==> src/rtl/sum_display_driver_if.sv <==
// Result-path bundle between the adder side and the BCD display driver.
// The master drives sum/valid; the slave reports the conversion status and result.
interface sum_display_driver_if;
  logic [13:0] sum;
  logic        valid;
  logic        busy;
  logic [15:0] bcd;
  logic        bcd_valid;
  logic        overflow;

  modport master (output sum, valid, input busy, bcd, bcd_valid, overflow);
  modport slave  (input sum, valid, output busy, bcd, bcd_valid, overflow);
endinterface

==> src/rtl/sum_display_driver.sv <==
// Binary-to-BCD converter (sequential double-dabble) feeding a multiplexed
// common-anode 4-digit 7-segment display with leading-zero blanking.
module sum_display_driver #(
  parameter int REFRESH_DIV = 50000
) (
  input  logic                 clk,
  input  logic                 reset,
  sum_display_driver_if.slave  bus,
  output logic [3:0]           an,
  output logic [6:0]           seg
);

  localparam int DIV_W = (REFRESH_DIV > 2) ? $clog2(REFRESH_DIV) : 1;

  typedef enum logic [1:0] {IDLE, SHIFT, DONE} state_t;

  state_t      state, state_nxt;
  logic        load_sum, load_pend, shift_en, finish;
  logic        capture;
  logic [13:0] sreg;
  logic [13:0] operand;
  logic [15:0] acc;
  logic [3:0]  iter;
  logic        pending;
  logic [13:0] pend_val;
  logic [15:0] result;
  logic        result_vld;
  logic        ovf;
  logic [DIV_W-1:0] div;
  logic [1:0]  idx;
  logic [3:0]  nib;
  logic        blank;
  logic [6:0]  seg_nxt;

  function automatic logic [15:0] add3(input logic [15:0] a);
    logic [15:0] r;
    r = a;
    for (int i = 0; i < 4; i++)
      if (a[i*4 +: 4] >= 4'd5) r[i*4 +: 4] = a[i*4 +: 4] + 4'd3;
    return r;
  endfunction

  function automatic logic [6:0] seg_decode(input logic [3:0] d);
    case (d)
      4'd0:    seg_decode = 7'b1000000;
      4'd1:    seg_decode = 7'b1111001;
      4'd2:    seg_decode = 7'b0100100;
      4'd3:    seg_decode = 7'b0110000;
      4'd4:    seg_decode = 7'b0011001;
      4'd5:    seg_decode = 7'b0010010;
      4'd6:    seg_decode = 7'b0000010;
      4'd7:    seg_decode = 7'b1111000;
      4'd8:    seg_decode = 7'b0000000;
      4'd9:    seg_decode = 7'b0010000;
      default: seg_decode = 7'b1111111;
    endcase
  endfunction

  always_ff @(posedge clk or negedge reset) begin
    if (!reset) state <= IDLE;
    else        state <= state_nxt;
  end

  // A pending value left over from a DONE-cycle capture is started from IDLE
  always_comb begin
    state_nxt = state;
    load_sum  = 1'b0;
    load_pend = 1'b0;
    shift_en  = 1'b0;
    finish    = 1'b0;
    case (state)
      IDLE: begin
        if (bus.valid) begin
          load_sum  = 1'b1;
          state_nxt = SHIFT;
        end else if (pending) begin
          load_pend = 1'b1;
          state_nxt = SHIFT;
        end
      end
      SHIFT: begin
        shift_en = 1'b1;
        if (iter == 4'd13) state_nxt = DONE;
      end
      DONE: begin
        finish = 1'b1;
        if (pending) begin
          load_pend = 1'b1;
          state_nxt = SHIFT;
        end else begin
          state_nxt = IDLE;
        end
      end
      default: state_nxt = IDLE;
    endcase
  end

  assign capture = bus.valid && (state != IDLE);

  always_ff @(posedge clk or negedge reset) begin
    if (!reset) begin
      pending  <= 1'b0;
      pend_val <= '0;
    end else if (capture) begin
      pending  <= 1'b1;
      pend_val <= bus.sum;
    end else if (load_pend || load_sum) begin
      pending  <= 1'b0;
    end
  end

  // Conversion datapath: acc:sreg shift as one 30-bit register
  always_ff @(posedge clk or negedge reset) begin
    if (!reset) begin
      sreg    <= '0;
      operand <= '0;
      acc     <= '0;
      iter    <= '0;
    end else if (load_sum || load_pend) begin
      sreg    <= load_sum ? bus.sum : pend_val;
      operand <= load_sum ? bus.sum : pend_val;
      acc     <= '0;
      iter    <= '0;
    end else if (shift_en) begin
      acc     <= {add3(acc)[14:0], sreg[13]};
      sreg    <= {sreg[12:0], 1'b0};
      iter    <= iter + 4'd1;
    end
  end

  always_ff @(posedge clk or negedge reset) begin
    if (!reset) begin
      result     <= '0;
      result_vld <= 1'b0;
      ovf        <= 1'b0;
    end else begin
      result_vld <= finish;
      if (finish) begin
        result <= acc;
        ovf    <= (operand > 14'd9999);
      end
    end
  end

  assign bus.busy      = (state != IDLE);
  assign bus.bcd       = result;
  assign bus.bcd_valid = result_vld;
  assign bus.overflow  = ovf;

  // Display scan: divider and digit index
  always_ff @(posedge clk or negedge reset) begin
    if (!reset) begin
      div <= '0;
      idx <= '0;
    end else if (div == DIV_W'(REFRESH_DIV - 1)) begin
      div <= '0;
      idx <= idx + 2'd1;
    end else begin
      div <= div + DIV_W'(1);
    end
  end

  always_comb begin
    nib   = result[{idx, 2'b00} +: 4];
    blank = 1'b0;
    case (idx)
      2'd3:    blank = (result[15:12] == 4'd0);
      2'd2:    blank = (result[15:8]  == 8'd0);
      2'd1:    blank = (result[15:4]  == 12'd0);
      default: blank = 1'b0;
    endcase
    if (ovf)        seg_nxt = 7'b0111111;
    else if (blank) seg_nxt = 7'b1111111;
    else            seg_nxt = seg_decode(nib);
  end

  // Anode and segments registered together so the pair never mismatches
  always_ff @(posedge clk or negedge reset) begin
    if (!reset) begin
      an  <= 4'b1111;
      seg <= 7'b1111111;
    end else begin
      an  <= ~(4'b0001 << idx);
      seg <= seg_nxt;
    end
  end

endmodule

==> src/flat_wrapper.sv <==
// flat-port wrapper written by rule: the top's interface ports become plain ports
module sum_display_driver_flat 
#(
  parameter int REFRESH_DIV = 50000
)
  (clk, reset, an, seg, bus_sum, bus_valid, bus_busy, bus_bcd, bus_bcd_valid, bus_overflow);
  sum_display_driver_if bus_i ();
  input  logic clk;
  input  logic reset;
  output logic [3:0] an;
  output logic [6:0] seg;
  input wire logic [$bits(bus_i.sum)-1:0] bus_sum;
  input wire logic [$bits(bus_i.valid)-1:0] bus_valid;
  output wire logic [$bits(bus_i.busy)-1:0] bus_busy;
  output wire logic [$bits(bus_i.bcd)-1:0] bus_bcd;
  output wire logic [$bits(bus_i.bcd_valid)-1:0] bus_bcd_valid;
  output wire logic [$bits(bus_i.overflow)-1:0] bus_overflow;
  assign bus_i.sum = bus_sum;
  assign bus_i.valid = bus_valid;
  assign bus_busy = bus_i.busy;
  assign bus_bcd = bus_i.bcd;
  assign bus_bcd_valid = bus_i.bcd_valid;
  assign bus_overflow = bus_i.overflow;
  sum_display_driver #(.REFRESH_DIV(REFRESH_DIV)) u_core (.clk(clk), .reset(reset), .bus(bus_i), .an(an), .seg(seg));
endmodule
==> config.mk <==
export PLATFORM = sky130hd
export DESIGN_NAME = sum_display_driver_flat
export DESIGN_NICKNAME = d
export VERILOG_FILES = /design/src/rtl/sum_display_driver_if.sv /design/src/rtl/sum_display_driver.sv /design/src/flat_wrapper.sv
export SDC_FILE = /design/constraint.sdc
export NUM_CORES = 1
export LEC_CHECK = 0
export BUFFER_PORTS_ARGS = -buffer_cell sky130_fd_sc_hd__buf_4
export CAP_MARGIN = 30
export CORE_MARGIN = 2
export CORE_UTILIZATION = 60
export CTS_CLUSTER_SIZE = 8
export DETAILED_ROUTE_END_ITERATION = 10
export GPL_ROUTABILITY_DRIVEN = 0
export HOLD_SLACK_MARGIN = 0.02
export PLACE_DENSITY_LB_ADDON = 0.2
export RECOVER_POWER = 50
export SLEW_MARGIN = 20
export SYNTH_ARGS = -nofsm -noshare
export SYNTH_HDL_FRONTEND = slang
export SYNTH_SLANG_ARGS = --single-unit
==> constraint.sdc <==
create_clock -name clk -period 6 [get_ports clk]
set_clock_uncertainty 0.1 [all_clocks]
set_input_delay 0.6 -clock clk [delete_from_list [all_inputs] [get_ports clk]]
set_output_delay 0.6 -clock clk [all_outputs]
set_load 0.05 [all_outputs]
==> results of run 1 <==
## layer usage
| metal | global-route usage, % | vias to the layer above |
|---|---|---|
| met2 | 38.6 | 66 |
| met3 | 4.96 | 12 |
| li1 | - | 1737 |
| met4 | 6.30 | 0 |
| met1 | 29.6 | 1816 |
| met5 | 0 | - |
## where the power goes
part           switching [mW]  leakage, nW  internal (mW)
registers               0.182         1.34          0.967
logic                   0.615         1.27          0.435
clock network           0.241        0.102          0.235
## kinds of logic (layout without fill, tap and decap cells)
group,after synthesis,after routing
AO/OA/AOI/OAI,72,72
XOR/XNOR,22,22
adder cells (fa/ha/maj),21,21
buffers and inverters,47,94
flip-flops,108,108
multiplexers,41,41
AND/OR/NAND/NOR,162,162
## flip-flops by register name, indices dropped and copies added (netlist names)
| signal | count |
|---|---|
| u_core.bus.bcd | 16 |
| u_core.bus.bcd_valid | 1 |
| u_core.an | 4 |
| u_core.pending | 1 |
| u_core.div | 16 |
| u_core.idx | 2 |
| u_core.sreg | 14 |
| u_core.seg | 7 |
| u_core.state | 2 |
| u_core.iter | 4 |
| u_core.acc | 16 |
| u_core.bus.overflow | 1 |
| u_core.pend_val | 14 |
| u_core.operand | 10 |
## layout make-up
cell class / count / area [um2]
Fill cell: 641 / 2720
Sequential cell: 108 / 2720
Multi-Input combinational cell: 318 / 2300
Timing Repair Buffer: 54 / 418
Tap cell: 108 / 135
Clock buffer: 10 / 128
Inverter: 24 / 90.1
Clock inverter: 6 / 88.8
## final timing paths
check	from	end	cells past startpoint
max reg2reg	u_core.state[0]$_DFFE_PN0P_	u_core.bus.overflow$_DFFE_PN0N_	4
max	reset	u_core.seg[6]$_DFF_PN1_	3
min reg2reg	u_core.bus.overflow$_DFFE_PN0N_	u_core.seg[6]$_DFF_PN1_	1
min	bus_sum[5]	u_core.operand[5]$_DFFE_PN0N_	3
min in group asynchronous	reset	u_core.acc[3]$_DFFE_PN0P_	1
max in group clk	u_core.state[0]$_DFFE_PN0P_	u_core.bus.overflow$_DFFE_PN0N_	4
## critical path: stages
cell,delay [ps]
clkbuf_1,1050
buf_4,650
buf_12,290
## layout by cell type (no fill, tap or decap), types with 12 or more instances in the layout
cell / instances
dfrtp_1: 97
buf_4: 50
nand2_1: 44
nand3_1: 41
mux2_2: 33
inv_1: 23
nor2_1: 21
ha_1: 21
a21oi_1: 15
o21ai_0: 14
and3_1: 12
## synthesized netlist by cell type (all sizes together) (12+ instances only)
cell type	number	area share (%)
dfrtp	97	46
nand2	44	3.3
nand3	42	4.3
mux2	34	7.3
o21ai	24	2.3
a21oi	23	2.8
inv	23	1.7
ha	21	5.0
nor2	21	1.5
clkbuf	14	1.0
and3	12	1.4
## through the flow
stage               hold slack, ps  power, mW  area, um2  util, %
floorplan                      204       1.92       5220        -
global placement               337       2.15       5630     65.5
detailed placement             346       2.21       5670     66.0
CTS                           29.8       2.70       5880     68.5
global route                   329       2.86       5870     68.4
finish                         344       2.68       5870     68.4
==> impl_metrics.ini, run 1 <==
[global_route]
grt_pass1_wl_um = 17400
grt_start_max_net_pins = 45
grt_usage_pct = 22.7
grt_pass1_vias = 3614
overflow = 0
antenna_found_initial = 0

[worst_setup_path]
cp-start-kind = input pin
endpoint_kind = async pin
worst-setup-path-type = input pin to async pin
r2r_slack_ps = 3800
cp_data_required_time_ps = 6390
arrival_ps = 2630
critPathMaxFanout = 44

[floorplanning]
fp.dieH_um = 97.3
rows = 34
start_util_pct = 60.8
io-pin-count = 47
die_x_um = 97.3
die_area_um2 = 9460
coreArea_um2 = 8590

[power_and_ir_drop]
ir_drop_mv = 0.192
p_per_area_nw_per_um2 = 455
leakage_nw = 2.71

[synthesis]
synth.avg_cell_area_um2 = 11.0
synth.net_count = 511
ys_warn_count = 0
synth_compound_area_share_pct = 9.23
yosysSeqAreaShare_pct = 52.0
synth-simple-area-share_pct = 16.3
synth_top_family_by_area = simple AND/OR/NAND/NOR gates
synth_seq_cells = 108
ys.flop_type = dfrtp_1
synthXorXnorAreaFrac_pct = 3.69
async_reset_ff_share_pct = 100
synth_fa_ha_area_share_pct = 5.03
synthesis.area_um2 = 5220
synth_cell_type_count = 57
syn_inst = 473
synth-edff-count = 0
synth_mux_area_share_pct = 9.87

[clock_network]
postCtsSetupRepairBufs = 0
clkSlewWorstSetupHoldPaths_ps = 100
cts_made_buffers = 9
cts_resized = 0
root_buffer = clkbuf_8
cts_max_level = 3
clockBufferDepth = 2
clock_latency_ps = 370
hold_buffers = 0
cts_tree = done
cts.sinks = 108

[placed_design]
place.port_buffers = 46
hpwl_um = 7080
dpl.cell_count = 611
dpl_worst_slack_ps = 3830

[drt]
ant_nets = 0
vias_per_cell = 5.78
top_layer = met4
wl_met1_um = 4380
drt_iter0_drc = 140
wl_met2_um = 5080
drc_errors = 0
avgRoutedWirePerCell_um = 15.9
wl_um = 9990
route.met3.wl_um = 386
first_pass_iters = 4
via_count = 3631

[timing]
final.setup.tns_ps = 0
finalHoldViolCount = 0
fin_crit_sh_pct = 37.2
max_freq_ghz = 0.448
finalMaxSlewViolations = 0
setup_ws_ps = 3770
grt_setup_unrepaired = false
max_slew_margin_pct = 1.33
worst_pin_slew_ps = 1480
setup_violations = 0
min_period_ps = 2230

[layout]
drive_gt1_share_pct = 25.2
fin_cells = 628
area_growth_pct = 12.5
layout.nets = 553
diodes = 0

[job]
max-cap-violations = 0

[run_status]
status = finished clean

[worst_hold_path]
hp-class = input pin to flip-flop
Power figures use the tool's default switching activity.
==> run 2: changes to the inputs <==
ABC_AREA = 1   (was default)
CORE_UTILIZATION = 59   (was 60)
clock period = 2.1 ns   (was 6 ns; I/O delays follow)
==> impl_metrics.ini, run 2 <==
[global_route]
antenna_found_initial = 0
grt_start_max_net_pins = 48
grt_usage_pct = 21.8
overflow = 0
grt_pass1_wl_um = 17100
grt_pass1_vias = 3772

[synthesis]
synth.avg_cell_area_um2 = 8.90
synth_cell_type_count = 37
async_reset_ff_share_pct = 100
synth_seq_cells = 108
netlist_top_cells_count = nand2_1, dfrtp_1, inv_1
synthesis.area_um2 = 5240
synth.area.top_cells = dfrtp_1, nand2_1, inv_1
synth.net_count = 627
yosysSeqAreaShare_pct = 51.8
ys.flop_type = dfrtp_1
synthDominantCellAreaShare_pct = 46.3
syn_inst = 589
ys_warn_count = 0
yosysTopAreaCell = dfrtp_1
synth-edff-count = 0
synth_most_common_cell = nand2_1

[drt]
first_pass_iters = 4
vias_per_cell = 5.27
via_count = 4050
ant_nets = 0
avgRoutedWirePerCell_um = 12.9
drc_errors = 0
drt_iter0_drc = 200
wl_um = 9940

[floorplanning]
die_area_um2 = 9650
rows = 34
io-pin-count = 47
fp.dieH_um = 98.3
start_util_pct = 60.4
die_x_um = 98.3
coreArea_um2 = 8680

[power_and_ir_drop]
p_per_area_nw_per_um2 = 1410
ir_drop_mv = 0.679
clkPwrFrac_pct = 13.9
p_sw_mw = 3.76
combinationalPowerShare_pct = 46.5
seqPwrFrac_pct = 39.5
leakage_nw = 3.04
p_int_mw = 4.72
switching_share_pct = 44.4

[clock_network]
cts_made_buffers = 9
cts.sinks = 108
cts_tree = done
postCtsSetupRepairBufs = 0
cts_max_level = 3
clock_latency_ps = 360
clkSlewWorstSetupHoldPaths_ps = 100
root_buffer = clkbuf_8
clockBufferDepth = 2

[run_status]
status = finished clean

[worst_setup_path]
arrival_ps = 2030
endpoint_kind = flip-flop
critPathMaxFanout = 13
cp-start-kind = flip-flop
cp_slowest_stage_delay_ps = 510
worst_path_max_delay_cell = dfrtp_2
cp_cell_sequence = inv_4, nand2_1, nand3_1, nand2_1, inv_1, ha_1, nand3b_1, nand3_1, nand3_1, nand2_1, inv_1
worst-setup-path-type = flip-flop to flip-flop
cp_data_required_time_ps = 2300

[layout]
layout.nets = 693
mostFrequentLayoutCell = nand2_1
final_cell_mix = nand2_1, dfrtp_1, inv_1
drive_gt1_share_pct = 15.9
diodes = 0
fin_util_pct = 69.4
area_growth_pct = 14.9

[timing]
min_period_ps = 1830
setup_violations = 0
max_slew_margin_pct = 52.3
grt_setup_unrepaired = false
fin_crit_sh_pct = 87.1
worst_pin_slew_ps = 715
max_freq_ghz = 0.547
finalMaxSlewViolations = 0
finalHoldViolCount = 0
final.setup.tns_ps = 0

[placed_design]
hpwl_um = 7160
place.port_buffers = 46

[worst_hold_path]
hp-class = input pin to flip-flop

[job]
max-cap-violations = 0
run 2: area by class of cell:
| class | count | area (um2) |
|---|---|---|
| well taps | 108 | 135 |
| clock buffers | 10 | 128 |
| repair buffers | 74 | 587 |
| multi-input cells | 378 | 2080 |
| clock inverters | 6 | 53.8 |
| fillers | 675 | 2660 |
| inverters | 84 | 318 |
| flip-flops and latches | 108 | 2720 |
run 2: routing by layer:
metal  wire (um)  vias up  part of all wire (%)  track usage, %
met5           0        -                     0               0
met4          99        0                   1.0            6.53
met3         390       10                   3.9            5.15
met2        4910       95                    49            35.9
met1        4550     1907                    46            29.0
li1            -     2038                     -               -
run 2: logic make-up after synthesis:
kind of cell / synth area share [%]
muxes: 0.430
xor gates and xnor gates: 3.01
buffers and inverters: 8.40
AOI/OAI and AO/OA: 12.2
and+or+nand+nor: 19.2
adders and majority gates: 5.01
DFF: 51.8
run 2: critical path, delay by kind of cell, from the launching register on:
family        cells  cell delay, ps
simple gates      7             710
flops             1             510
buf+inv           3             270
fa+ha+maj         1             180
run 2: path summary, 6_finish.rpt:
kind,to,slack [ps],start,cells after the start
worst max-delay path,u_core.seg[6]$_DFF_PN1_,270,u_core.idx[0]$_DFFE_PN0N_,11
worst min-delay path,u_core.pend_val[10]$_DFFE_PN0P_,40,bus_sum[10],3
worst max register to register,u_core.seg[6]$_DFF_PN1_,270,u_core.idx[0]$_DFFE_PN0N_,11
worst min register to register,u_core.div[0]$_DFF_PN0_,370,u_core.div[0]$_DFF_PN0_,1
max in group asynchronous,u_core.sreg[9]$_DFFE_PN0P_,430,reset,3
min in group asynchronous,u_core.div[6]$_DFF_PN0_,310,reset,2
run 2: power by group through the flow:
| stage | Sequential (mW) | Combinational (mW) | Clock, mW |
|---|---|---|---|
| 6_report | 3.35 | 3.94 | 1.18 |
| 5_1_grt | 3.43 | 4.39 | 1.32 |
| 4_1_cts | 3.34 | 3.98 | 1.23 |
| 3_5_place_dp | 3.38 | 3.94 | 0 |
| 3_3_place_gp | 3.35 | 3.82 | 0 |
| 2_1_floorplan | 4.00 | 2.22 | 0 |
run 2: what timing repair did:
action	4_1_cts	5_1_grt
resized for setup	0	1
hold buffers	14	0
setup endpoints to repair	0	1
endpoints found under the hold margin	40	0
run 2: stage by stage:
step	power, mW	setup slack [ps]	hold slack [ps]	area [um2]	std cells
6_report	8.48	271	37.9	6020	768
5_1_grt	9.15	126	22.3	6020	768
4_1_cts	8.55	154	28.1	6050	768
3_5_place_dp	7.32	185	64.9	5730	738
3_3_place_gp	7.17	300	58.5	5730	738
2_1_floorplan	6.22	382	-186	5240	589
